===== src/rtl/keypad_scan_if.sv =====
// Keypad-side and event-side signals of the 4x4 keypad scanner.
// master = scanner (drives columns, reports key events); slave = keypad/consumer side.
interface keypad_scan_if;
  logic [3:0] row_in;
  logic [3:0] col_out;
  logic [3:0] key_code;
  logic       key_valid;
  logic       key_release;
  logic       key_held;

  modport master (
    input  row_in,
    output col_out,
    output key_code,
    output key_valid,
    output key_release,
    output key_held
  );

  modport slave (
    output row_in,
    input  col_out,
    input  key_code,
    input  key_valid,
    input  key_release,
    input  key_held
  );
endinterface


===== src/rtl/keypad_scan.sv =====
// 4x4 matrix keypad scanner: column drive, row synchronisation, full-frame
// debounce and single-key press/release event generation.
module keypad_scan #(
  parameter int scan_period     = 200000,
  parameter int debounce_frames = 4
) (
  input  logic           clk_100mhz,
  input  logic           rst_n,
  keypad_scan_if.master  kp
);

  localparam int TW = (scan_period > 1) ? $clog2(scan_period) : 1;
  localparam int CW = $clog2(debounce_frames + 1);
  localparam logic [TW-1:0] TICK_LAST  = TW'(scan_period - 1);
  localparam logic [CW-1:0] STABLE_MAX = CW'(debounce_frames);

  typedef enum logic [1:0] {CLS_NONE, CLS_SINGLE, CLS_MULTI} frame_cls_e;
  typedef enum logic {IDLE, HELD} state_e;

  logic [3:0]    row_meta_q, row_sync_q;
  logic [TW-1:0] tick_q, tick_d;
  logic [1:0]    col_q, col_d;
  logic [3:0]    col_out_q, col_out_d;
  logic [15:0]   snap_q, snap_d;
  logic          frame_done_q, frame_done_d;

  frame_cls_e    cand_cls_q, cand_cls_d;
  logic [3:0]    cand_code_q, cand_code_d;
  logic [CW-1:0] stable_q, stable_d;

  state_e        state_q;
  logic [3:0]    key_code_q;
  logic          key_valid_q, key_release_q, key_held_q;

  logic [4:0]    zero_cnt;
  logic [3:0]    zero_idx;
  frame_cls_e    cls;
  logic          press_ok, release_ok;

  // Snapshot bit index is {row, col}, so a lone zero's index is the key code.
  always_comb begin
    tick_d       = tick_q + 1'b1;
    col_d        = col_q;
    col_out_d    = col_out_q;
    snap_d       = snap_q;
    frame_done_d = 1'b0;
    if (tick_q == TICK_LAST) begin
      tick_d       = '0;
      col_d        = col_q + 2'd1;
      col_out_d    = ~(4'b0001 << col_d);
      frame_done_d = (col_q == 2'd3);
      for (int r = 0; r < 4; r++) begin
        snap_d[{2'(r), col_q}] = row_sync_q[r];
      end
    end
  end

  always_comb begin
    zero_cnt = '0;
    zero_idx = '0;
    for (int i = 0; i < 16; i++) begin
      if (!snap_q[i]) begin
        zero_cnt = zero_cnt + 5'd1;
        zero_idx = 4'(i);
      end
    end
    if (zero_cnt == 5'd0)      cls = CLS_NONE;
    else if (zero_cnt == 5'd1) cls = CLS_SINGLE;
    else                       cls = CLS_MULTI;
  end

  // A cleared candidate is parked as MULTI so no following frame can match it.
  always_comb begin
    cand_cls_d  = cand_cls_q;
    cand_code_d = cand_code_q;
    stable_d    = stable_q;
    if (frame_done_q) begin
      if (cls == CLS_MULTI) begin
        cand_cls_d  = CLS_MULTI;
        cand_code_d = '0;
        stable_d    = '0;
      end else if (cls == cand_cls_q && (cls == CLS_NONE || zero_idx == cand_code_q)) begin
        stable_d = (stable_q == STABLE_MAX) ? stable_q : stable_q + 1'b1;
      end else begin
        cand_cls_d  = cls;
        cand_code_d = zero_idx;
        stable_d    = CW'(1);
      end
    end
  end

  assign press_ok   = frame_done_q && (cls == CLS_SINGLE) && (stable_d == STABLE_MAX);
  assign release_ok = frame_done_q && (cls == CLS_NONE)   && (stable_d == STABLE_MAX);

  always_ff @(posedge clk_100mhz or negedge rst_n) begin
    if (!rst_n) begin
      row_meta_q   <= 4'hF;
      row_sync_q   <= 4'hF;
      tick_q       <= '0;
      col_q        <= 2'd0;
      col_out_q    <= 4'b1110;
      snap_q       <= 16'hFFFF;
      frame_done_q <= 1'b0;
      cand_cls_q   <= CLS_MULTI;
      cand_code_q  <= '0;
      stable_q     <= '0;
    end else begin
      row_meta_q   <= kp.row_in;
      row_sync_q   <= row_meta_q;
      tick_q       <= tick_d;
      col_q        <= col_d;
      col_out_q    <= col_out_d;
      snap_q       <= snap_d;
      frame_done_q <= frame_done_d;
      cand_cls_q   <= cand_cls_d;
      cand_code_q  <= cand_code_d;
      stable_q     <= stable_d;
    end
  end

  // A different key pressed while HELD only keeps the NONE count from building.
  always_ff @(posedge clk_100mhz or negedge rst_n) begin
    if (!rst_n) begin
      state_q       <= IDLE;
      key_code_q    <= '0;
      key_valid_q   <= 1'b0;
      key_release_q <= 1'b0;
      key_held_q    <= 1'b0;
    end else begin
      key_valid_q   <= 1'b0;
      key_release_q <= 1'b0;
      case (state_q)
        IDLE: begin
          if (press_ok) begin
            key_code_q  <= cand_code_d;
            key_valid_q <= 1'b1;
            key_held_q  <= 1'b1;
            state_q     <= HELD;
          end
        end
        HELD: begin
          if (release_ok) begin
            key_release_q <= 1'b1;
            key_held_q    <= 1'b0;
            state_q       <= IDLE;
          end
        end
        default: state_q <= IDLE;
      endcase
    end
  end

  assign kp.col_out     = col_out_q;
  assign kp.key_code    = key_code_q;
  assign kp.key_valid   = key_valid_q;
  assign kp.key_release = key_release_q;
  assign kp.key_held    = key_held_q;

endmodule

===== src/flat_wrapper.sv =====
// flat-port wrapper written by rule: the top's interface ports become plain ports
module keypad_scan_flat 
#(
  parameter int scan_period     = 200000,
  parameter int debounce_frames = 4
)
  (clk_100mhz, rst_n, kp_row_in, kp_col_out, kp_key_code, kp_key_valid, kp_key_release, kp_key_held);
  keypad_scan_if kp_i ();
  input  logic clk_100mhz;
  input  logic rst_n;
  input wire logic [$bits(kp_i.row_in)-1:0] kp_row_in;
  output wire logic [$bits(kp_i.col_out)-1:0] kp_col_out;
  output wire logic [$bits(kp_i.key_code)-1:0] kp_key_code;
  output wire logic [$bits(kp_i.key_valid)-1:0] kp_key_valid;
  output wire logic [$bits(kp_i.key_release)-1:0] kp_key_release;
  output wire logic [$bits(kp_i.key_held)-1:0] kp_key_held;
  assign kp_i.row_in = kp_row_in;
  assign kp_col_out = kp_i.col_out;
  assign kp_key_code = kp_i.key_code;
  assign kp_key_valid = kp_i.key_valid;
  assign kp_key_release = kp_i.key_release;
  assign kp_key_held = kp_i.key_held;
  keypad_scan #(.scan_period(scan_period), .debounce_frames(debounce_frames)) u_core (.clk_100mhz(clk_100mhz), .rst_n(rst_n), .kp(kp_i));
endmodule

===== config.mk =====
export PLATFORM = sky130hd
export DESIGN_NAME = keypad_scan_flat
export DESIGN_NICKNAME = d
export VERILOG_FILES = /design/src/rtl/keypad_scan_if.sv /design/src/rtl/keypad_scan.sv /design/src/flat_wrapper.sv
export SDC_FILE = /design/constraint.sdc
export NUM_CORES = 1
export LEC_CHECK = 0
export ABC_AREA = 1
export CAP_MARGIN = 20
export CORE_ASPECT_RATIO = 1.1
export CORE_MARGIN = 5
export CORE_UTILIZATION = 55
export CTS_BUF_LIST = sky130_fd_sc_hd__clkbuf_16
export CTS_CLUSTER_DIAMETER = 30
export DETAILED_ROUTE_END_ITERATION = 8
export PLACE_DENSITY = 0.73
export SETUP_SLACK_MARGIN = 0.15
export SYNTH_ARGS = -nofsm -noshare
export SYNTH_HDL_FRONTEND = slang
export SYNTH_SLANG_ARGS = --single-unit

===== constraint.sdc =====
create_clock -name clk_100mhz -period 19.1 [get_ports clk_100mhz]
set_input_delay 3.82 -clock clk_100mhz [delete_from_list [all_inputs] [get_ports clk_100mhz]]
set_output_delay 3.82 -clock clk_100mhz [all_outputs]
set_load 0.05 [all_outputs]

* Word level (Yosys, flattened, before mapping)
Index checks and enable logic that the tools add are counted.
** Storage, ports and cells
- Flip-flop bits (word level) :: 66
- Bits in latches :: 0
- RAM bits :: 0
- Memory bits (read-only) :: 0
- Input bits :: 6
- Output and inout bits :: 11
- Memories kept :: 0
** Cells by class
- $add $sub $neg :: 18
- $mul :: 0
- Div/mod/pow operators :: 0
- Order comparisons :: 8
- Equality and inequality tests :: 12
- Shifts and indexed selects :: 1
- Mux-type cells :: 65
- Bitwise gates (word level) :: 2
- Reduce and logical (&&, ||, !) cells :: 15
** Operators by type and width (number)
- $mux 5 :: 15
- $add 5x1->5 const B :: 14
- $bwmux 16 :: 4
- $mux 4 :: 11
- $mux 3 :: 8
- $add 18x1->18 const B :: 1
- $eq 18x18->1 const B :: 1
- $mux 18 :: 1
- $mux 1 :: 14
- $mux 2 :: 6
- $lt 4x5->1 const B :: 2
- $logic_and 1x1->1 :: 9
- $demux 1 s2 :: 4
- $ge 4x1->1 const B :: 2
- $eq 3x3->1 const B :: 2
- $reduce_and 2->1 :: 3
- $eq 5x1->1 const B :: 1
- $logic_not 5->1 :: 1
- $lt 2x5->1 const B :: 1
- $lt 3x5->1 const B :: 1
- $eq 2x2->1 const B :: 2
- $eq 4x4->1 :: 1
- $ne 2x1->1 const B :: 2
- $not 4->4 :: 1
- other kinds (13) :: 14

* Longest topological paths before layout
Gate-level depths: netlist of run 1.
- Depth after elaboration :: 44
- Gate-level depth with buffers :: 67
- Mapped depth without buffers :: 67

* Least setup slack after synthesis of run 1
OpenSTA, ideal clock, no wires.
- Path kind :: reg-to-reg
- Start :: register u_core.snap_q[1]
- End :: register u_core.key_code_q[0] (netlist: u_core.kp.key_code[0])
- Library setup time :: 0.118 ns
- Data arrival time :: 9.234 ns
- Setup slack :: 9.749 ns
- Cell stages (with the launch flop) :: 62
- Path buffers :: 0
- Period minus slack after synthesis :: 9.351 ns
- Cells stage by stage :: dfstp_2 > inv_1 > ha_1 > inv_1 > nand2_2 > nand2_1 > ha_1 > nand2_1 > nand2_2 > ha_1 > nand2_1 > nand2_1 > ha_1 > nand2_1 > nand2_1 > ha_1 > nand2_1 > nand2_1 > (+26 left out) > inv_1 > ha_1 > or2_2 > nand2_1 > inv_2 > ha_1 > inv_1 > o21ai_0 > nor2_1 > nand3_2 > nor2_4 > nand2_2 > a21oi_4 > nand3_2 > o21ai_4 > nand3_4 > nand2_1 > nand2_1
** On the way
- Cells in the longest elaborated chain, start to end :: 41
- Elaborated cells on any way between the ends :: 65
- Those cells by class :: add/sub (14); eq/ne (6); mux (38); reduce/logical (7)
** Ends and longest elaborated chain
- start: declaration :: line keypad_scan.sv:24 : logic [15:0] snap_q, snap_d;
- start signal: assignment :: line keypad_scan.sv:113 : snap_q <= snap_d;
- $mux 5 :: line keypad_scan.sv:62 : if (!snap_q[i]) begin
- $add 5x1->5 :: line keypad_scan.sv:63 : zero_cnt = zero_cnt + 5'd1;
- $mux 5 :: line keypad_scan.sv:62
- $add 5x1->5 :: line keypad_scan.sv:63
- $mux 5 :: line keypad_scan.sv:62
- $add 5x1->5 :: line keypad_scan.sv:63
- $mux 5 :: line keypad_scan.sv:62
- $add 5x1->5 :: line keypad_scan.sv:63
- (+26 left out)
- $logic_and 1x1->1 :: line keypad_scan.sv:82 : end else if (cls == cand_cls_q && (cls == CLS_NONE || zero_idx == cand_code_q)) begin
- $mux 3 :: line keypad_scan.sv:82
- $mux 3 * :: line keypad_scan.sv:78 : if (cls == CLS_MULTI) begin
- $mux 3 * :: line keypad_scan.sv:77 : if (frame_done_q) begin
- named net u_core.stable_d[2] :: line keypad_scan.sv:29 : logic [CW-1:0] stable_q, stable_d;
- $eq 3x3->1 * :: line keypad_scan.sv:92 : assign press_ok = frame_done_q && (cls == CLS_SINGLE) && (stable_d == STABLE_MAX);
- $logic_and 1x1->1 * :: line keypad_scan.sv:92
- $reduce_and 2->1 (no source line) *
- end signal: assignment :: line keypad_scan.sv:135 : key_code_q <= cand_code_d;
- end: declaration :: line keypad_scan.sv:32 : logic [3:0] key_code_q;
Mark *: on every way through the listed nets, which the timed path passes. The rest lies on a longest branch.
A chain may end at the register's enable or synchronous reset.

* Worst setup path in the final report of run 1
- Start :: register u_core.snap_q[1]
- End :: register u_core.key_code_q[0] (netlist: u_core.kp.key_code[0])
** On the way
- Elaborated cells on any way between the ends :: 65
- Those cells by class :: add/sub (14); eq/ne (6); mux (38); reduce/logical (7)
** RTL lines
- $mux 5 :: line keypad_scan.sv:62
- $add 5x1->5 :: line keypad_scan.sv:63
- $mux 5 :: line keypad_scan.sv:62
- $add 5x1->5 :: line keypad_scan.sv:63
- $mux 5 :: line keypad_scan.sv:62
- $add 5x1->5 :: line keypad_scan.sv:63
- $mux 5 :: line keypad_scan.sv:62
- $add 5x1->5 :: line keypad_scan.sv:63
- (+23 left out)
- $mux 2 :: line keypad_scan.sv:67 : if (zero_cnt == 5'd0) cls = CLS_NONE;
- $logic_not 2->1 :: line keypad_scan.sv:82
- $logic_or 1x1->1 :: line keypad_scan.sv:82
- $logic_and 1x1->1 :: line keypad_scan.sv:82
- $mux 4 :: line keypad_scan.sv:82
- $mux 4 * :: line keypad_scan.sv:78
- $mux 4 * :: line keypad_scan.sv:77
- named net u_core.cand_code_d[0] :: line keypad_scan.sv:28 : logic [3:0] cand_code_q, cand_code_d;
Marked as above.

==> results.toml, run 1 <==
[floorplan]
floorplan.initialDensity_pct = 57.0
core_area_um2 = 8450
chipHeight_um = 108
floorplan.rows = 35
full_die_area_um2 = 10700
top_level_ports = 17
die_w_um = 99.2

[power_and_ir_drop]
leakage_power_of_the_design_nw = 2.86
total_power_mw = 0.346
pwr_dens_nw_per_um2 = 63.6
power.ir.vdd_worst_mv = 0.0700

[yosys]
yosysTopAreaCellShare_pct = 19.8
most_frequently_used_cell_type_in_the_post_synthesis_netlist = "nand2_1"
synthDistinctLibCells = 41
average_cell_area_after_synthesis_um2 = 7.03
synth.cell_area_um2 = 4810
syn-num-nets = 713
leading_register_cell_type_out_of_synthesis = "dfrtp_1"
async_flop_share_pct = 100
flops_latches_synth = 66
portion_of_the_post_synthesis_area_used_by_sequential_elements_pct = 35.0
synth_largest_area_cell = "dfrtp_1"
synth_enable_flop_cells = 0
post_synth_most_frequent_cells = "190 x nand2_1, 129 x inv_1, 44 x nand3_1, 40 x nor2_1, 38 x dfrtp_1"
synth_warnings = 0
yosys-top-cells-area = "dfrtp_1 20%, dfstp_2 15%, nand2_1 15%"
post_synthesis_instance_total = 685

[finish]
syn2layout_area_growth_pct = 13.1
postLayoutCoreUtil_pct = 64.4
antenna_cells_inserted = 0
layout-drive-gt1-share_pct = 18.5
final_nets = 733

[route]
avgViaCountPerCell = 5.00
drt_wl_total_um = 9490
drc = 0
drt.antenna.violating_nets = 0
drtIter0Drc = 182
first_pass_iters = 4
drt-wirelength-per-cell_um = 11.6
routed-via-count = 4106

[placed_design]
place.port_buffers = 16
detailed_place_hpwl_um = 7050
post-place-ws_ns = 9.03
gp_routability_congestion = 0.902

[cts]
cts_setup_buffers = 0
cts.path.max_buffers = 2
cts_htree_levels = 3
cts_hold_repair.buffers = 0
post_cts_resized = 0
cts_tree = "done"
clk_latency_ns = 0.32
clk_pin_slew_ns = 0.06
cts_sinks = 66
cts_inserted_buffers = 9
clock-root-buffer = "clkbuf_16"

[sta]
rsz0062_at_grt = "no"
final_critical_path_setup_slack_ns = 8.91
layout_min_cycle_time_ns = 10.19
final_min_period_over_clock_period_pct = 53.3
timing.slew.headroom_pct = 48.3
setup-violations-final = 0
final_max_slew_viol_count = 0
fmaxAchievable_mhz = 98.1
fin_skew_ns = 0.00654
worstMarginPinSlew_ns = 0.775
final-hold-violation-count = 0
setup_total_negative_slack_ns = 0
finalHoldWorstSlack_ns = 0.349

[status]
status = "finished clean"

[grt]
global_route.usage.total_pct = 19.3
largest_net_degree_at_the_start_of_global_routing = 67
number_of_antenna_violations_at_the_first_check_in_global_routing = 0
first_global_vias = 4219
first_pass_grt_wire_length_um = 17500
overall_overflow_remaining_after_global_route = 0

[setup_path]
timing.critical_path.required_ns = 19.31
critPathLaunchType = "flip-flop"
worst_path_most_repeated_cell = "nand2_1"
critPathKind = "flip-flop to flip-flop"
critical_path_peak_fanout = 7
slowest_delay_ns = 0.55
crit_slowest_cell = "dfstp_2"
timing.critical_path.to_type = "flip-flop"
worst-endpoint-arrival_ns = 10.40

[min_path]
hp-class = "flip-flop to flip-flop"

[run]
timing.max_cap.violations = 0
## state kept, by name, summed over array words and instances, names as in the netlist
name                   cells
u_core.col_q               2
u_core.row_sync_q          4
u_core.stable_q            3
u_core.kp.col_out          4
u_core.kp.key_release      1
u_core.kp.key_code         4
u_core.cand_code_q         4
u_core.state_q             1
u_core.tick_q             18
u_core.row_meta_q          4
u_core.frame_done_q        1
u_core.cand_cls_q          2
u_core.kp.key_held         1
u_core.kp.key_valid        1
u_core.snap_q             16
## worst max-delay path: cells and delay by family, from the launching register on
| family | cells | cell delay [ns] |
|---|---|---|
| buffers and inverters | 10 | 0.57 |
| adder cells (fa/ha/maj) | 14 | 3.87 |
| AO/OA/AOI/OAI | 5 | 0.77 |
| flip-flops | 1 | 0.55 |
| AND/OR/NAND/NOR | 32 | 4.32 |
## placed cells by master, fill, tap and decap left out, drive strengths merged
master	synthesis	layout
dfrtp	38	38
buf	5	2
xnor2	1	1
and3	2	2
nor2	46	46
o31ai	1	1
clkdlybuf4s50	0	15
dfstp	28	28
nand4	5	5
a21oi	13	13
or2	11	11
a2bb2oi	1	1
clkbuf	3	9
bufinv	0	4
a31oi	2	2
o21bai	1	1
a21boi	1	1
nand3	63	63
nand2	228	228
o21a	4	4
xor2	8	8
nor4	2	2
a211oi	1	1
ha	22	22
o211ai	5	5
nor3	11	11
nand3b	8	8
o22ai	2	2
clkinv	1	2
inv	137	139
o21ai	35	35
## routing by layer
| metal | vias to the layer above | global-route usage [%] | share of wire (%) |
|---|---|---|---|
| met5 | - | 0 | 0 |
| met4 | 0 | 5.85 | 0.82 |
| met3 | 9 | 2.45 | 2.1 |
| met2 | 54 | 35.2 | 50 |
| met1 | 1871 | 23.8 | 47 |
| li1 | 2172 | - | - |
## layout make-up
| cell class | instances | area [µm²] |
|---|---|---|
| multi-input combinational | 473 | 2570 |
| clock buffer | 9 | 225 |
| inverter | 138 | 523 |
| sequential | 66 | 1690 |
| tap | 111 | 139 |
| timing repair buffer | 17 | 163 |
| clock inverter | 7 | 141 |
| fill | 735 | 3010 |
## worst paths after layout
path / cells past startpoint / to / slack (ns) / startpoint
min: 0 / u_core.row_sync_q[2] / 0.35 / u_core.row_meta_q[2]
max in group asynchronous: 2 / u_core.col_q[0] / 14.93 / rst_n
max reg2reg: 61 / u_core.kp.key_code[0] / 8.91 / u_core.snap_q[1]
min in group asynchronous: 2 / u_core.kp.key_held / 3.66 / rst_n
max: 61 / u_core.kp.key_code[0] / 8.91 / u_core.snap_q[1]
min reg2reg: 0 / u_core.row_sync_q[2] / 0.35 / u_core.row_meta_q[2]
## where the power goes
part	internal [mW]	switching (mW)	leakage, nW
Sequential	0.142	0.000227	0.807
Combinational	0.000980	0.00298	1.87
Clock	0.141	0.0595	0.181
## cell families (layout without fill, tap and decap cells)
family / Yosys count / after routing / synth area share [%]
AND/OR/NAND/NOR: 376 / 376 / 37.6
AO/OA/AOI/OAI: 66 / 66 / 8.34
flip-flops: 66 / 66 / 35.0
XOR/XNOR: 9 / 9 / 1.64
adder cells (fa/ha/maj): 22 / 22 / 5.72
buffers and inverters: 146 / 171 / 11.6
## metrics by stage
step                      instance area, µm²  std cells
after floorplan                         4810        685
after global placement                  5080        805
after detailed placement                5080        805
after CTS                               5450        821
after global routing                    5450        821
final                                   5450        821
(Power assumes the default switching activity.)
==> run 2, diff against run 1 <==
--- a/config.mk
+++ b/config.mk
@@ -13,7 +13,7 @@
 export CTS_BUF_LIST = sky130_fd_sc_hd__clkbuf_16
 export CTS_CLUSTER_DIAMETER = 30
 export DETAILED_ROUTE_END_ITERATION = 8
-export PLACE_DENSITY = 0.73
+export PLACE_DENSITY = 0.76
 export SETUP_SLACK_MARGIN = 0.15
 export SYNTH_ARGS = -nofsm -noshare
 export SYNTH_HDL_FRONTEND = slang
==> constraint.sdc (replaced) <==
create_clock -name clk_100mhz -period 9.2 [get_ports clk_100mhz]
set_input_delay 1.84 -clock clk_100mhz [delete_from_list [all_inputs] [get_ports clk_100mhz]]
set_output_delay 1.84 -clock clk_100mhz [all_outputs]
set_load 0.05 [all_outputs]
==> run 2 against run 1 <==
Final cell count rose by 2.9%. Maximum frequency rose by 17%. Clock skew rose by 0.0020 ns. First-iteration DRC count fell by 8.8%. Die area did not move. Core utilization rose by 4.9 points. Via count rose by 4.3%. Wire length rose by 8.9%. Critical path depth rose by 1. Count of clock-buffer cells in the layout did not move. Total power rose by 83%. Largest cell class unchanged. Largest power group unchanged.
==> results.toml, run 2 (synthesized netlist as in run 1, its figures left out) <==
[min_path]
hp-class = "flip-flop to flip-flop"

[grt]
overall_overflow_remaining_after_global_route = 0
first_pass_grt_wire_length_um = 17900
first_global_vias = 4329
number_of_antenna_violations_at_the_first_check_in_global_routing = 0
global_route.usage.total_pct = 20.0
largest_net_degree_at_the_start_of_global_routing = 67

[floorplan]
full_die_area_um2 = 10700
top_level_ports = 17
chipHeight_um = 108
floorplan.rows = 35
floorplan.initialDensity_pct = 57.0
core_area_um2 = 8450
die_w_um = 99.2

[finish]
final_area_um2 = 5860
postLayoutCoreUtil_pct = 69.4
flip_flop_count_of_the_largest_register_after_layout = 18
syn2layout_area_growth_pct = 21.8
layout_common_cells = "164 x nand2_1, 119 x inv_1, 54 x nand2_2"
multiInputGateArea_um2 = 2880
final_nets = 757
antenna_cells_inserted = 0
reg_top3 = "u_core.tick_q: 18 flops, u_core.snap_q: 16 flops"
layout-drive-gt1-share_pct = 27.9
register_cell_area_after_layout_um2 = 1690
commonest_non_fill_non_tap_cell_in_the_layout = "nand2_1"
regMostFlops = "u_core.tick_q"
layoutNonFillerInstCount = 845
final.fill_count = 655

[route]
drt_wl_total_um = 10300
avgViaCountPerCell = 5.07
routed-via-count = 4283
drtIter0Drc = 166
drt-wirelength-per-cell_um = 12.2
first_pass_iters = 4
drc = 0
drt.antenna.violating_nets = 0

[sta]
final_critical_path_setup_slack_ns = 0.484
final_min_period_over_clock_period_pct = 94.7
worstMarginPinSlew_ns = 0.784
final_max_slew_viol_count = 0
setup_total_negative_slack_ns = 0
final-hold-violation-count = 0
fin_skew_ns = 0.00851
setup-violations-final = 0
fmaxAchievable_mhz = 115
timing.slew.headroom_pct = 47.7
layout_min_cycle_time_ns = 8.72
rsz0062_at_grt = "no"

[cts]
cts_inserted_buffers = 9
cts_sinks = 66
cts_tree = "done"
cts.path.max_buffers = 2
clk_pin_slew_ns = 0.06
cts_htree_levels = 3
clk_latency_ns = 0.32
clock-root-buffer = "clkbuf_16"
cts_hold_repair.buffers = 0

[placed_design]
numPlacedInstances = 814
detailed_place_hpwl_um = 7160
place.port_buffers = 16
placement.cell_area_um2 = 5190
post-place-ws_ns = -0.339
gp_routability_congestion = 0.841

[power_and_ir_drop]
pwr_dens_nw_per_um2 = 108
leakage_power_of_the_design_nw = 2.96
power.ir.vdd_worst_mv = 0.217

[setup_path]
critPathKind = "flip-flop to flip-flop"
worst-endpoint-arrival_ns = 8.93
critical_path_peak_fanout = 5
timing.critical_path.to_type = "flip-flop"
crit_slowest_cell = "dfstp_2"
critPathLaunchType = "flip-flop"
slowest_delay_ns = 0.54
timing.critical_path.required_ns = 9.41
worst_path_most_repeated_cell = "ha_4"

[run]
timing.max_cap.violations = 0

[status]
status = "finished clean"
run 2: cell types whose count changed in the layout (fill, tap and decap cells not counted), moves of 9 or more:
cell	previous run	this run
nand2_1	190	164
buf_4	1	25
nand2_2	37	54
ha_1	22	9
ha_4	0	13
inv_1	130	119
inv_2	8	18
nand2_4	1	10
run 2: what timing repair did:
action | in CTS | in global routing
gates resized for setup | 19 | 39
hold endpoints to repair | 0 | 0
pin swaps | 24 | 42
setup buffers | 7 | 8
setup endpoints to repair | 15 | 16
gates cloned | 0 | 0
run 2: worst max-delay path, delay by kind of cell, from the launching register on:
| family | cells | cell delay (ns) |
|---|---|---|
| buffers and inverters | 11 | 0.61 |
| adders and majority gates | 14 | 3.24 |
| and+or+nand+nor | 33 | 3.69 |
| DFF | 1 | 0.54 |
| AOI/OAI and AO/OA | 4 | 0.53 |
run 2: metal layers:
metal | global-route usage, % | wire length, µm | vias to the layer above
met5 | 0 | 0 | -
met4 | 6.83 | 163 | 0
met3 | 3.23 | 259 | 14
met2 | 36.6 | 5320 | 71
met1 | 23.7 | 4600 | 1981
li1 | - | - | 2217
run 2: final timing paths:
path	cells past startpoint	startpoint	slack [ns]	endpoint
setup / recovery	62	u_core.snap_q[0]	0.48	u_core.state_q
max in group asynchronous	2	rst_n	7.00	u_core.tick_q[1]
setup reg to reg	62	u_core.snap_q[0]	0.48	u_core.state_q
hold / removal	0	u_core.row_meta_q[2]	0.35	u_core.row_sync_q[2]
hold reg to reg	0	u_core.row_meta_q[2]	0.35	u_core.row_sync_q[2]
min in group asynchronous	2	rst_n	1.68	u_core.kp.key_held
run 2: final cells by class:
cell class,instances,share of cell area [%]
clock buffer,9,3.84
inverter,138,8.92
timing repair buffer,41,5.85
multi-input combinational,473,49.1
clock inverter,7,1.15
sequential,66,28.8
tap,111,2.37
run 2: metrics by stage:
step	hold slack (ns)	total power [mW]
floorplan	0.345	0.300
global placement	0.346	0.308
detailed placement	0.347	0.308
CTS	0.353	0.639
global route	0.355	0.656
finish	0.352	0.635
run 2: report_power, final:
group	leakage (nW)	internal, mW	switching [mW]
clock network	0.143	0.209	0.123
logic	2.01	0.00203	0.00622
registers	0.807	0.294	0.000486
